===== src/rtl/irrigation_if.sv =====
// irrigation_if: sensor inputs and display-stage outputs of the irrigation controller
// Members: Lb/Lm/La reservoir levels (low/middle/high), Us soil dry, Ta temperature high,
//          Bs/Vs sprinkler/drip running (active-low), Ve inlet valve open, ERRO fault flag,
//          Tick_Min minute pulse, Fim_Ciclo cycle-complete pulse.
// master drives the sensors and observes the outputs; slave is the controller side.
interface irrigation_if;
    logic Lb, Lm, La, Us, Ta;
    logic Bs, Vs, Ve, ERRO, Tick_Min, Fim_Ciclo;
    modport master (output Lb, Lm, La, Us, Ta, input Bs, Vs, Ve, ERRO, Tick_Min, Fim_Ciclo);
    modport slave (input Lb, Lm, La, Us, Ta, output Bs, Vs, Ve, ERRO, Tick_Min, Fim_Ciclo);
endinterface


===== src/rtl/irrigation_controller.sv =====
// irrigation_controller: timed sprinkler/drip cycles, inlet valve hysteresis and sensor fault flag
// Ports: Clk clock; Rst synchronous active-low reset; io (irrigation_if.slave) sensors in,
//        registered outputs Bs/Vs (active-low running), Ve, ERRO, Tick_Min, Fim_Ciclo.
// Optional: define FILL_WATCHDOG_EN to latch a fault when the inlet stays open for
//           FILL_TIMEOUT_MIN minutes without any level sensor rising (cleared by reset only).
module irrigation_controller #(
    parameter int CLK_PER_MIN      = 60,
    parameter int ASP_MIN          = 30,
    parameter int GOT_MIN          = 15,
    parameter int FILL_TIMEOUT_MIN = 20
) (
    input logic        Clk,
    input logic        Rst,
    irrigation_if.slave io
);
    localparam int MAX_AG  = ASP_MIN > GOT_MIN ? ASP_MIN : GOT_MIN;
    localparam int MAX_MIN = MAX_AG > FILL_TIMEOUT_MIN ? MAX_AG : FILL_TIMEOUT_MIN;
    localparam int MW      = MAX_MIN > 2 ? $clog2(MAX_MIN) : 1;
    localparam int PW      = CLK_PER_MIN > 2 ? $clog2(CLK_PER_MIN) : 1;
    localparam logic [PW-1:0] PRE_LAST = PW'(CLK_PER_MIN - 1);
    localparam logic [MW-1:0] ASP_LAST = MW'(ASP_MIN - 1);
    localparam logic [MW-1:0] GOT_LAST = MW'(GOT_MIN - 1);

    typedef enum logic [1:0] {OCIOSO, ASPERSAO, GOTEJAMENTO, FALHA} state_t;

    state_t        state, nxt;
    logic [PW-1:0] pre;
    logic [MW-1:0] mins;
    logic          fault, done, fim_d, ve_d, trip, latched;

    // Level sensors must be nested: a higher sensor wet with a lower one dry is impossible.
    assign fault = (io.La & ~io.Lm) | (io.La & ~io.Lb) | (io.Lm & ~io.Lb);
    assign done  = io.Tick_Min && mins == (state == ASPERSAO ? ASP_LAST : GOT_LAST);

`ifdef FILL_WATCHDOG_EN
    localparam int FW = $clog2(FILL_TIMEOUT_MIN + 1);
    logic [FW-1:0] fill;
    logic [2:0]    lvl_q;
    logic          rise;

    assign rise = |({io.Lb, io.Lm, io.La} & ~lvl_q);
    // Trip on the edge that would count the final minute of an unproductive fill.
    assign trip = io.Ve && io.Tick_Min && !rise && fill == FW'(FILL_TIMEOUT_MIN - 1);

    always_ff @(posedge Clk) begin
        if (!Rst) begin
            fill    <= '0;
            lvl_q   <= '0;
            latched <= 1'b0;
        end else begin
            lvl_q   <= {io.Lb, io.Lm, io.La};
            latched <= latched | trip;
            fill    <= (!io.Ve || rise) ? '0 : fill + FW'(io.Tick_Min);
        end
    end
`else
    assign trip    = 1'b0;
    assign latched = 1'b0;
`endif

    always_comb begin
        nxt   = state;
        fim_d = 1'b0;
        if (fault || trip || latched)
            nxt = FALHA;
        else
            case (state)
                OCIOSO:
                    if (io.Us && io.Ta && io.Lm) nxt = ASPERSAO;
                    else if (io.Us && !io.Ta && io.Lb) nxt = GOTEJAMENTO;
                ASPERSAO, GOTEJAMENTO:
                    if (!io.Lb) nxt = OCIOSO;
                    else if (done) begin
                        nxt   = OCIOSO;
                        fim_d = 1'b1;
                    end
                default: nxt = OCIOSO;
            endcase
        ve_d = nxt == FALHA ? 1'b0 : !io.Lm ? 1'b1 : io.La ? 1'b0 : io.Ve;
    end

    always_ff @(posedge Clk) begin
        if (!Rst) begin
            state        <= OCIOSO;
            pre          <= '0;
            mins         <= '0;
            io.Tick_Min  <= 1'b0;
            io.Fim_Ciclo <= 1'b0;
            io.Bs        <= 1'b1;
            io.Vs        <= 1'b1;
            io.Ve        <= 1'b0;
            io.ERRO      <= 1'b0;
        end else begin
            state        <= nxt;
            pre          <= pre == PRE_LAST ? '0 : pre + 1'b1;
            io.Tick_Min  <= pre == PRE_LAST;
            // Counting only while staying in a cycle also clears it on every entry.
            mins         <= (nxt == state && (state == ASPERSAO || state == GOTEJAMENTO))
                            ? mins + MW'(io.Tick_Min) : '0;
            io.Fim_Ciclo <= fim_d;
            io.Bs        <= nxt != ASPERSAO;
            io.Vs        <= nxt != GOTEJAMENTO;
            io.Ve        <= ve_d;
            io.ERRO      <= nxt == FALHA;
        end
    end
endmodule


===== src/flat_wrapper.sv =====
// flat-port wrapper written by rule: the top's interface ports become plain ports
module irrigation_controller_flat 
#(
    parameter int CLK_PER_MIN      = 60,
    parameter int ASP_MIN          = 30,
    parameter int GOT_MIN          = 15,
    parameter int FILL_TIMEOUT_MIN = 20
)
  (Clk, Rst, io_Lb, io_Lm, io_La, io_Us, io_Ta, io_Bs, io_Vs, io_Ve, io_ERRO, io_Tick_Min, io_Fim_Ciclo);
  irrigation_if io_i ();
  input logic Clk;
  input logic Rst;
  input wire logic [$bits(io_i.Lb)-1:0] io_Lb;
  input wire logic [$bits(io_i.Lm)-1:0] io_Lm;
  input wire logic [$bits(io_i.La)-1:0] io_La;
  input wire logic [$bits(io_i.Us)-1:0] io_Us;
  input wire logic [$bits(io_i.Ta)-1:0] io_Ta;
  output wire logic [$bits(io_i.Bs)-1:0] io_Bs;
  output wire logic [$bits(io_i.Vs)-1:0] io_Vs;
  output wire logic [$bits(io_i.Ve)-1:0] io_Ve;
  output wire logic [$bits(io_i.ERRO)-1:0] io_ERRO;
  output wire logic [$bits(io_i.Tick_Min)-1:0] io_Tick_Min;
  output wire logic [$bits(io_i.Fim_Ciclo)-1:0] io_Fim_Ciclo;
  assign io_i.Lb = io_Lb;
  assign io_i.Lm = io_Lm;
  assign io_i.La = io_La;
  assign io_i.Us = io_Us;
  assign io_i.Ta = io_Ta;
  assign io_Bs = io_i.Bs;
  assign io_Vs = io_i.Vs;
  assign io_Ve = io_i.Ve;
  assign io_ERRO = io_i.ERRO;
  assign io_Tick_Min = io_i.Tick_Min;
  assign io_Fim_Ciclo = io_i.Fim_Ciclo;
  irrigation_controller #(.CLK_PER_MIN(CLK_PER_MIN), .ASP_MIN(ASP_MIN), .GOT_MIN(GOT_MIN), .FILL_TIMEOUT_MIN(FILL_TIMEOUT_MIN)) u_core (.Clk(Clk), .Rst(Rst), .io(io_i));
endmodule

===== config.mk =====
export PLATFORM = sky130hd
export DESIGN_NAME = irrigation_controller_flat
export DESIGN_NICKNAME = d
export VERILOG_FILES = /design/src/rtl/irrigation_if.sv /design/src/rtl/irrigation_controller.sv /design/src/flat_wrapper.sv
export SDC_FILE = /design/constraint.sdc
export NUM_CORES = 1
export LEC_CHECK = 0
export CORE_MARGIN = 3
export CORE_UTILIZATION = 50
export CTS_CLUSTER_DIAMETER = 60
export DETAILED_ROUTE_END_ITERATION = 8
export PLACE_DENSITY = 0.74
export SYNTH_ARGS = -nofsm -noshare
export SYNTH_HDL_FRONTEND = slang
export SYNTH_SLANG_ARGS = --single-unit

===== constraint.sdc =====
create_clock -name Clk -period 2.2 [get_ports Clk]
set_input_delay 0.44 -clock Clk [delete_from_list [all_inputs] [get_ports Clk]]
set_output_delay 0.44 -clock Clk [all_outputs]
set_load 0.01 [all_outputs]

* Word-level counts from Yosys, hierarchy flattened
Cells that the tools add are included.
W data, S select, Z words.
** Storage, ports and cells
- Register bits after elaboration :: 19
- Output and inout bits :: 6
- Word-level logic and storage cells :: 53
** Cells by class
- Add/subtract/negate cells :: 2
- Equal/unequal tests :: 9
- Mux-type cells :: 10
- Bitwise operators :: 9
- Reduce and logical (&&, ||, !) cells :: 14
** Operators with widths (number)
- $mux W2 :: 5
- $add A6 B1 Y6 const B :: 1
- $eq A6 B6 Y1 const B :: 1
- $logic_and A1 B1 Y1 :: 6
- $reduce_or A2 Y1 :: 3
- $add A5 B1 Y5 :: 1
- $eq A5 B5 Y1 :: 1
- $mux W5 :: 1
- $eq A2 B2 Y1 const B :: 2
- $ne A2 B1 Y1 const B :: 2
- $not A1 Y1 :: 4
- $pmux W2 S2 :: 1
- $reduce_or A4 Y1 :: 1
- $and A1 B1 Y1 :: 3
- $mux W1 :: 3
- $eq A2 B1 Y1 const B :: 1
- $eq A2 B2 Y1 :: 1
- $logic_not A2 Y1 :: 1
- $ne A2 B2 Y1 const B :: 1
- $or A1 B1 Y1 :: 2
- $reduce_and A2 Y1 :: 1
- $logic_not A1 Y1 :: 1
- $logic_or A1 B1 Y1 :: 1

* Logic depth before layout (Yosys ltp)
Gate-level depths: netlist (run 1).
- Word-level depth :: 11
- Depth in mapped cells :: 6

* Least setup slack after synthesis (run 1)
OpenSTA, ideal clock, no wires.
- Path type :: flip-flop to flip-flop
- From :: register u_core.state[1]
- To :: register u_core.io.Vs
- Arrival :: 1.816 ns
- Data required time :: 2.073 ns
- Path slack :: 0.257 ns
- Cell stages (with the launch flop) :: 7
- Path buffers :: 0
- Clock period less this slack :: 1.943 ns
- Cells stage by stage :: dfxtp_1 -> inv_1 -> ha_1 -> nor4b_2 -> o2111ai_2 -> a311o_1 -> or3_1
** Between the ends
- Word-level cells in the longest chain between the ends :: 9
- Elaborated cells between the ends (all ways) :: 14
** RTL lines
- start, declared :: RTL line irrigation_controller.sv:26 : state_t state, nxt;
- start signal, assigned :: RTL line irrigation_controller.sv:94 : state <= nxt;
- $eq A2 B1 Y1 :: RTL line irrigation_controller.sv:33, irrigation_controller.sv:67
- $mux W5 :: RTL line irrigation_controller.sv:33 : assign done = io.Tick_Min && mins == (state == ASPERSAO ? ASP_LAST : GOT_LAST);
- $eq A5 B5 Y1 :: RTL line irrigation_controller.sv:33
- $logic_and A1 B1 Y1 :: RTL line irrigation_controller.sv:33
- $mux W2 :: RTL line irrigation_controller.sv:73 : else if (done) begin
- $mux W2 :: RTL line irrigation_controller.sv:72 : if (!io.Lb) nxt = OCIOSO;
- $pmux W2 S2 * :: RTL line irrigation_controller.sv:67 : case (state)
- $mux W2 * :: RTL line irrigation_controller.sv:64 : if (fault || trip || latched)
- $ne A2 B2 Y1 * :: RTL line irrigation_controller.sv:102 : io.Vs <= nxt != GOTEJAMENTO;
- end signal, assigned :: RTL line irrigation_controller.sv:90 : io.Vs <= 1'b1;
- end signal, assigned :: RTL line irrigation_controller.sv:102
- end, declared :: RTL line irrigation_if.sv:10 : modport slave (input Lb, Lm, La, Us, Ta, output Bs, Vs, Ve, ERRO, Tick_Min, Fim_Ciclo);
Mark *: on every way between the ends. The rest lies on a longest branch, timed or not.
A chain may end at the register's enable or synchronous reset.

* Worst setup path in the final report (run 1)
Ends and elaborated chain as after synthesis.

==> qor.yml, run 1 <==
status: "finished clean"
slew_headroom_pct: 69.8
reg2reg_from: "u_core.state[1]"
critPathSlowestCell: "a311o_1"
ys_seq_elements: 19
gp_congestion: 0.840
antenna_found_initial: 0
synth_cell_types: 37
initial_core_util_pct: 54.3
setup_tns_ns: 0
path_max_fanout: 5
die_w_um: 49.8
gr-total-overflow: 0
ys_async_sr_fraction_pct: 0
ios: 13
dieArea_um2: 2480
ff2ff_path_depth: 6
setup_ws_ns: 0.140
vias: 800
n_antenna_cell: 0
grt_pass1_vias: 769
fillers: 161
max-vdd-ir-drop_uv: 467
clk_path_buf_depth: 2
wl_per_cell_um: 13.6
h-tree-depth: 1
synth_cells: 98
layout-drive-gt1-share_pct: 15.1
endpoint_kind: "flop"
hold_viol: 0
grt_max_degree: 12
cp.arrival_ns: 2.24
grt_pass1_wl_um: 3370
holdPathStages: 1
dpl.hpwl_um: 1530
critical_path_class: "reg2reg"
via_per_inst: 5.56
ctsHoldBuffers: 0
clk_pin_slew_ns: 0.10
max_freq_ghz: 0.486
root_buffer: "clkbuf_4"
synth_area_um2: 958
drc: 0
routed_wl_um: 1970
grt.total_usage_pct: 17.6
max_cap_violations: 0
io_buffers: 12
fin_crit_sh_pct: 93.6
hp-class: "reg2reg"
path_delay_family: "compound AO/OA/AOI/OAI gates"
critPathBufInv: 1
nets: 133
dr.pass1.iters: 4
startpoint: "u_core.state[1]"
die_h_um: 49.8
core_area_um2: 1760
fin_worst_skew_ns: 0.00520
synthFlopType: "dfxtp_1"
layout_commonest_cell: "dfxtp_1"
rsz0062_at_grt: "false"
synth_edf_count: 0
clk_latency_ns: 0.30
post-place-ws_ns: 0.0181
cts-buffers-inserted: 3
ys_seq_area_share_pct: 39.7
ant_nets: 0
r2r_slack_ns: 0.14
hold_end: "u_core.pre[0]"
start_kind: "flop"
synth_nets: 111
cts_tree: "yes"
cp.required_ns: 2.38
syn_avg_cell_area_um2: 9.78
cts.sinks: 19
drt_iter0_markers: 13
area_delta_synth_final_pct: 22.6
finalSetupViolCount: 0
cp_slowest_stage_delay_ns: 0.41
hp-start: "u_core.pre[0]"
post_cts_resized: 0
yosysWarnings: 0
worst_pin_slew_ns: 0.450
power_leakage_nw: 0.468
rows: 15
cts_setup_buffers: 0
final-max-slew-violation-count: 0
cp_cell_sequence: "inv_1, ha_1, nor4b_2, o2111ai_2, a311o_1, or3_1"
final_cell_mix: "dfxtp_1, nor2_1, clkdlybuf4s50_1, inv_1, ha_1"
reg2reg_to: "u_core.io.Vs"
pwr_density_cell_nw_per_um2: 588
post-route-min-period_ns: 2.06
==> per-stage QoR <==
| step | cells | area (um2) | total power, mW | util (%) | hold slack, ns |
|---|---|---|---|---|---|
| 5_1_grt | 144 | 1170 | 0.727 | 66.6 | 0.481 |
| 4_1_cts | 144 | 1170 | 0.697 | 66.6 | 0.464 |
| 2_1_floorplan | 98 | 958 | 0.460 | - | 0.418 |
| 6_report | 144 | 1170 | 0.691 | 66.6 | 0.456 |
| 3_5_place_dp | 140 | 1150 | 0.525 | 65.0 | 0.446 |
| 3_3_place_gp | 140 | 1150 | 0.521 | 65.0 | 0.432 |
==> registers in the layout, summed over array words and instances (netlist names) <==
signal / flops
u_core.io.Tick_Min: 1
u_core.io.Vs: 1
u_core.io.Bs: 1
u_core.io.Ve: 1
u_core.pre: 6
u_core.io.ERRO: 1
u_core.io.Fim_Ciclo: 1
u_core.state: 2
u_core.mins: 5
==> logic make-up (layout without fill, tap and decap cells) <==
| group | Yosys count | after routing | share of synthesized area [%] |
|---|---|---|---|
| AND/OR/NAND/NOR | 42 | 42 | 24.8 |
| flip-flops | 19 | 19 | 39.7 |
| AO/OA/AOI/OAI | 17 | 17 | 17.9 |
| XOR/XNOR | 7 | 7 | 6.40 |
| adder cells (fa/ha/maj) | 6 | 6 | 7.83 |
| buffers and inverters | 6 | 27 | 2.35 |
| multiplexers | 1 | 1 | 1.04 |
==> power breakdown <==
group	switching, mW	internal, mW
clock	0.104	0.0678
sequential	0.0104	0.359
combinational	0.0777	0.0725
==> cell type report <==
cell class,instances,area (um2),area share [%]
multi-input combinational,73,556,47.3
clock buffer,3,22.5,1.92
timing repair buffer,17,158,13.4
clock inverter,1,5.00,0.426
sequential,19,380,32.4
tap,25,31.3,2.66
inverter,6,22.5,1.92
==> synthesized netlist by cell type, types with 2 or more instances <==
| library cell | n | share of area, % |
|---|---|---|
| and3_1 | 2 | 1.3 |
| dfxtp_1 | 19 | 40 |
| ha_1 | 6 | 7.8 |
| inv_1 | 6 | 2.3 |
| nand2_1 | 3 | 1.2 |
| nand3_1 | 5 | 2.6 |
| nand4_1 | 3 | 2.0 |
| nor2_1 | 13 | 5.1 |
| nor2b_1 | 2 | 1.3 |
| nor3_1 | 2 | 1.0 |
| nor4_1 | 3 | 2.0 |
| nor4b_1 | 2 | 1.8 |
| o21ai_0 | 3 | 1.6 |
| xnor2_1 | 3 | 2.7 |
| xor2_1 | 4 | 3.7 |
==> worst register-to-register path: cells and delay by family (launching register included) <==
family          cells  cell delay [ns]
compound gates      2             0.65
fa+ha+maj           1             0.20
buf+inv             1             0.08
flops               1             0.38
simple gates        2             0.63
==> layer usage <==
layer / up-vias / track usage, % / wire (um) / part of all wire [%]
met5: - / 0 / 0 / 0
met4: 0 / 8.29 / 42 / 2.1
met3: 5 / 2.72 / 43 / 2.2
met2: 9 / 30.2 / 963 / 49
met1: 383 / 21.3 / 915 / 47
li1: 403 / - / - / -
==> worst max-delay path by stage <==
stage	endpoint	slack (ns)	depth (start not counted)
2_1_floorplan	u_core.io.Vs	0.26	6
6_report	u_core.io.Vs	0.14	6
3_5_place_dp	u_core.io.Vs	0.02	5
3_3_place_gp	u_core.io.Vs	0.04	5
5_1_grt	u_core.io.Vs	0.03	6
4_1_cts	u_core.io.Vs	0.14	6
Power figures use the tool's default switching activity.
==> inputs of run 2 (changes only) <==
--- a/config.mk
+++ b/config.mk
@@ -9,6 +9,7 @@
 export CORE_UTILIZATION = 50
 export CTS_CLUSTER_DIAMETER = 60
 export DETAILED_ROUTE_END_ITERATION = 8
+export GPL_TIMING_DRIVEN = 0
 export PLACE_DENSITY = 0.74
 export SYNTH_ARGS = -nofsm -noshare
 export SYNTH_HDL_FRONTEND = slang
==> run 2 against run 1 <==
Cell area down 0.75%. Register-to-register slack worse by 0.03 ns. Critical path type unchanged. Maximum frequency down 1.6%. Worst hold slack worse by 0.0030 ns. Wire length down 5.7%. Global-route usage down 2.3 points. Core utilization down 0.50 points. Final cell count down 2.8%.
==> qor.yml, run 2 (same netlist as run 1, synthesis figures left out) <==
routed_wl_um: 1850  # was 1970 um
dp.cells: 135  # was 140
die_w_um: 49.8  # unchanged
finalSetupViolCount: 0  # unchanged
cts.sinks: 19  # unchanged
grt_pass1_wl_um: 3020  # was 3370 um
max_cap_violations: 0  # unchanged
critical_path_class: "reg2reg"  # unchanged
largest-register: "u_core.pre"  # unchanged
clk_latency_ns: 0.29  # was 0.30 ns
core_area_um2: 1760  # unchanged
cts_tree: "yes"  # unchanged
dieArea_um2: 2480  # unchanged
vias: 791  # was 800
grt_max_degree: 12  # unchanged
setup_ws_ns: 0.107  # was 0.140 ns
clk_path_buf_depth: 2  # unchanged
dr.pass1.iters: 4  # unchanged
swShare_pct: 27.9  # was 27.8%
p_int_mw: 0.489  # was 0.499 mW
rows: 15  # unchanged
utilization_pct: 66.1  # was 66.6%
largest_reg_flops: 6  # unchanged
max-vdd-ir-drop_uv: 511  # was 467 uV
n_antenna_cell: 0  # unchanged
endpoint_kind: "flop"  # unchanged
largestRegisters: "u_core.pre: 6 flops, u_core.mins: 5 flops, u_core.state: 2 flops"  # unchanged
max_freq_ghz: 0.478  # was 0.486 GHz
cp.required_ns: 2.38  # about the same
seq_power_share_pct: 54.7  # was 53.4%
final_cell_mix: "dfxtp_1, nor2_1, clkdlybuf4s50_1, inv_1, ha_1"  # unchanged
hold_viol: 0  # unchanged
initial_core_util_pct: 54.3  # unchanged
setup_tns_ns: 0  # unchanged
layout-drive-gt1-share_pct: 13.9  # was 15.1%
slew_headroom_pct: 59.3  # was 69.8%
power_leakage_nw: 0.451  # was 0.468 nW
fin_area_um2: 1170  # about the same
h-tree-depth: 1  # unchanged
ant_nets: 0  # unchanged
wl_per_cell_um: 13.2  # was 13.6 um
combPwrFrac_pct: 20.3  # was 21.7%
fin_worst_skew_ns: 0.00507  # was 0.00520 ns
path_max_fanout: 8  # was 5
via_per_inst: 5.65  # was 5.56
place_area_um2: 1110  # was 1150 um2
root_buffer: "clkbuf_4"  # unchanged
io_buffers: 12  # unchanged
fillers: 167  # was 161
cts-buffers-inserted: 3  # unchanged
cp.arrival_ns: 2.27  # was 2.24 ns
hp-class: "reg2reg"  # unchanged
fin_crit_sh_pct: 95.2  # was 93.6%
ios: 13  # unchanged
gr-total-overflow: 0  # unchanged
status: "finished clean"  # unchanged
layout_commonest_cell: "dfxtp_1"  # unchanged
area_delta_synth_final_pct: 21.7  # was 22.6%
post-place-ws_ns: -0.0327  # was 0.0181 ns
drt_iter0_markers: 24  # was 13
final_cells: 140  # was 144
multi_input_comb_area_um2: 573  # was 556 um2
final-max-slew-violation-count: 0  # unchanged
pwr_density_cell_nw_per_um2: 582  # was 588 nW/um2
clk_pin_slew_ns: 0.10  # about the same
net-switching-power_mw: 0.189  # was 0.192 mW
clockPowerShare_pct: 25.0  # was 24.9%
worst_pin_slew_ns: 0.606  # was 0.450 ns
grt.total_usage_pct: 15.3  # was 17.6%
die_h_um: 49.8  # unchanged
grt_pass1_vias: 730  # was 769
drc: 0  # unchanged
nets: 129  # was 133
antenna_found_initial: 0  # unchanged
p_total_mw: 0.679  # was 0.691 mW
post-route-min-period_ns: 2.09  # was 2.06 ns
gp_congestion: 0.899  # was 0.840
start_kind: "flop"  # unchanged
whs_ns: 0.453  # was 0.456 ns
regArea_um2: 384  # was 380 um2
dpl.hpwl_um: 1410  # was 1530 um
[run 2: cell type report]
cell class | instances | area share, %
clock inverters | 1 | 0.429
well taps | 25 | 2.68
inverters | 6 | 1.93
repair buffers | 13 | 10.9
multi-input cells | 73 | 49.1
clock buffers | 3 | 1.93
flip-flops and latches | 19 | 32.9
[run 2: timing repair]
| action | 4_1_cts | 5_1_grt |
|---|---|---|
| setup buffers | 0 | 1 |
| hold buffers | 0 | 0 |
| gates resized for setup | 0 | 4 |
| endpoints found under the setup margin | 0 | 6 |
[run 2: per-layer routing]
layer,global-route usage [%],part of all wire [%]
met2,24.7,47
met1,21.0,48
met4,5.53,0.32
met5,0,0
met3,1.81,3.8
[run 2: worst paths after layout]
path              startpoint            end  slack (ns)  depth (start not counted)
min reg2reg    u_core.pre[0]  u_core.pre[0]        0.45                          1
min            u_core.pre[0]  u_core.pre[0]        0.45                          1
max          u_core.state[1]   u_core.io.Vs        0.11                          6
max reg2reg  u_core.state[1]   u_core.io.Vs        0.11                          6
[run 2: worst max-delay path: stages (launching register included)]
cell and delay, ns:
dfxtp_4 0.40, inv_1 0.09, ha_1 0.21, nor4b_2 0.29
o2111ai_2 0.30, a311o_1 0.37, or3_1 0.31
[run 2: power groups by stage]
| stage | Combinational [mW] | Clock [mW] | Sequential [mW] |
|---|---|---|---|
| global route | 0.152 | 0.190 | 0.373 |
| floorplan | 0.0813 | 0 | 0.379 |
| detailed placement | 0.129 | 0 | 0.379 |
| CTS | 0.130 | 0.179 | 0.371 |
| global placement | 0.127 | 0 | 0.378 |
| finish | 0.138 | 0.170 | 0.372 |
==> inputs of run 3 (changes only) <==
--- a/config.mk
+++ b/config.mk
@@ -7,7 +7,8 @@
 export LEC_CHECK = 0
 export CORE_MARGIN = 3
 export CORE_UTILIZATION = 50
-export CTS_CLUSTER_DIAMETER = 60
+export CTS_BUF_LIST = sky130_fd_sc_hd__clkbuf_8
+export CTS_CLUSTER_DIAMETER = 80
 export DETAILED_ROUTE_END_ITERATION = 8
 export GPL_TIMING_DRIVEN = 0
 export PLACE_DENSITY = 0.74
==> run 3 against run 2 <==
Die area did not move. Clock power rose by 38%. Core utilization fell by 0.14 points. Wire length fell by 1.9%. Via count fell by 2.3%. Global-route usage rose by 0.57 points. Worst hold slack got worse by 0.0054 ns. Maximum frequency rose by 0.48%. Sequential cell count did not move. Clock skew fell by 0.0021 ns. Final cell count fell by 0.71%. Largest cell class unchanged. First-iteration DRC count fell by 71%.
==> qor.yml, run 3 (same netlist as run 1, synthesis figures left out) <==
status: "finished clean"  # unchanged
grt_pass1_vias: 737  # was 730
cts.sinks: 19  # unchanged
power_leakage_nw: 0.453  # was 0.451 nW
dp.cells: 135  # unchanged
cts-buffers-inserted: 3  # unchanged
ios: 13  # unchanged
critical_path_class: "reg2reg"  # unchanged
post-route-min-period_ns: 2.08  # was 2.09 ns
wl_per_cell_um: 13.1  # was 13.2 um
initial_core_util_pct: 54.3  # unchanged
finalSetupViolCount: 0  # unchanged
hp-class: "reg2reg"  # unchanged
nets: 128  # was 129
cp_cell_sequence: "inv_1, ha_1, nor4b_2, o2111ai_2, a311oi_2, o221a_2"  # was inv_1, ha_1, nor4b_2, o2111ai_2, a311o_1, or3_1
core_area_um2: 1760  # unchanged
clk_path_buf_depth: 2  # unchanged
dr.pass1.iters: 4  # unchanged
die_h_um: 49.8  # unchanged
clk_latency_ns: 0.25  # was 0.29 ns
final-max-slew-violation-count: 0  # unchanged
cp.arrival_ns: 2.28  # was 2.27 ns
max_cap_violations: 0  # unchanged
grt_max_degree: 12  # unchanged
layout_commonest_cell: "dfxtp_1"  # unchanged
startpoint: "u_core.state[1]"  # unchanged
rows: 15  # unchanged
path_max_fanout: 8  # unchanged
vias: 773  # was 791
dpl.hpwl_um: 1410  # unchanged
pwr_density_cell_nw_per_um2: 636  # was 582 nW/um2
whs_ns: 0.448  # was 0.453 ns
largestRegisters: "u_core.pre: 6 flops, u_core.mins: 5 flops, u_core.state: 2 flops"  # unchanged
largest-register: "u_core.pre"  # unchanged
cts_tree: "yes"  # unchanged
max-vdd-ir-drop_uv: 419  # was 511 uV
area_delta_synth_final_pct: 21.4  # was 21.7%
hold_viol: 0  # unchanged
start_kind: "flop"  # unchanged
endpoint_kind: "flop"  # unchanged
h-tree-depth: 1  # unchanged
reg2reg_from: "u_core.state[1]"  # unchanged
final_cells: 139  # was 140
antenna_found_initial: 0  # unchanged
fillers: 171  # was 167
ctsHoldBuffers: 0  # unchanged
die_w_um: 49.8  # unchanged
root_buffer: "clkbuf_8"  # was clkbuf_4
cp_slowest_stage_delay_ns: 0.51  # was 0.40 ns
dieArea_um2: 2480  # unchanged
via_per_inst: 5.56  # was 5.65
grt_pass1_wl_um: 3090  # was 3020 um
fin_worst_skew_ns: 0.00295  # was 0.00507 ns
drc: 0  # unchanged
cp.required_ns: 2.40  # was 2.38 ns
largest_reg_flops: 6  # unchanged
clk_pin_slew_ns: 0.07  # was 0.10 ns
grt.total_usage_pct: 15.9  # was 15.3%
layout-drive-gt1-share_pct: 13.2  # was 13.9%
io_buffers: 12  # unchanged
routed_wl_um: 1820  # was 1850 um
hp-start: "u_core.pre[0]"  # unchanged
ant_nets: 0  # unchanged
cts_setup_buffers: 0  # unchanged
n_antenna_cell: 0  # unchanged
fin_crit_sh_pct: 94.7  # was 95.2%
drt_iter0_markers: 7  # was 24
worst_pin_slew_ns: 0.523  # was 0.606 ns
rsz0062_at_grt: "false"
gp_congestion: 0.899  # unchanged
critPathSlowestCell: "a311oi_2"  # was dfxtp_4
final_cell_mix: "dfxtp_1, nor2_1, clkdlybuf4s50_1, inv_1, ha_1"  # unchanged
gr-total-overflow: 0  # unchanged
p_total_mw: 0.740  # was 0.679 mW
max_freq_ghz: 0.480  # was 0.478 GHz
slew_headroom_pct: 64.9  # was 59.3%
[run 3: what timing repair did]
action,CTS,global route
endpoints found under the setup margin,0,5
hold endpoints to repair,0,0
resized for setup,0,2
[run 3: power by group]
group | internal (mW) | switching (mW)
combinational | 0.0609 | 0.0723
sequential | 0.359 | 0.0124
clock | 0.126 | 0.109
[run 3: routing by layer]
layer  wire length [um]  GRT usage [%]
met2                863           24.4
met4                 24           5.53
met3                 36           3.63
met5                  0              0
met1                892           21.8
[run 3: cell type report]
cell class                      count  area, um2  share of cell area, %
Clock inverter                      1       5.00                  0.430
Inverter                            6       22.5                   1.94
Timing Repair Buffer               12        120                   10.3
Clock buffer                        3       41.3                   3.55
Multi-Input combinational cell     73        562                   48.3
Sequential cell                    19        382                   32.8
Tap cell                           25       31.3                   2.69
[run 3: worst paths after layout]
| path | slack (ns) | depth (start not counted) | to |
|---|---|---|---|
| setup / recovery | 0.12 | 6 | u_core.io.Ve |
| hold / removal | 0.45 | 1 | u_core.pre[0] |
| setup reg to reg | 0.12 | 6 | u_core.io.Ve |
| hold reg to reg | 0.45 | 1 | u_core.pre[0] |
[run 3: critical path, delay by kind of cell (launching register included)]
family / cells / cell delay (ns)
AOI/OAI and AO/OA: 3 / 1.01
adders and majority gates: 1 / 0.21
buffers and inverters: 1 / 0.11
DFF: 1 / 0.40
and+or+nand+nor: 1 / 0.30
[run 3: metrics by stage]
stage	setup WS, ns	setup TNS [ns]	area (um2)	util, %
2_1_floorplan	0.257	0	958	-
3_3_place_gp	0.00945	0	1110	62.9
3_5_place_dp	-0.0327	-0.117	1110	62.9
4_1_cts	0.0371	0	1160	65.5
5_1_grt	0.0139	0	1160	66.0
6_report	0.117	0	1160	66.0
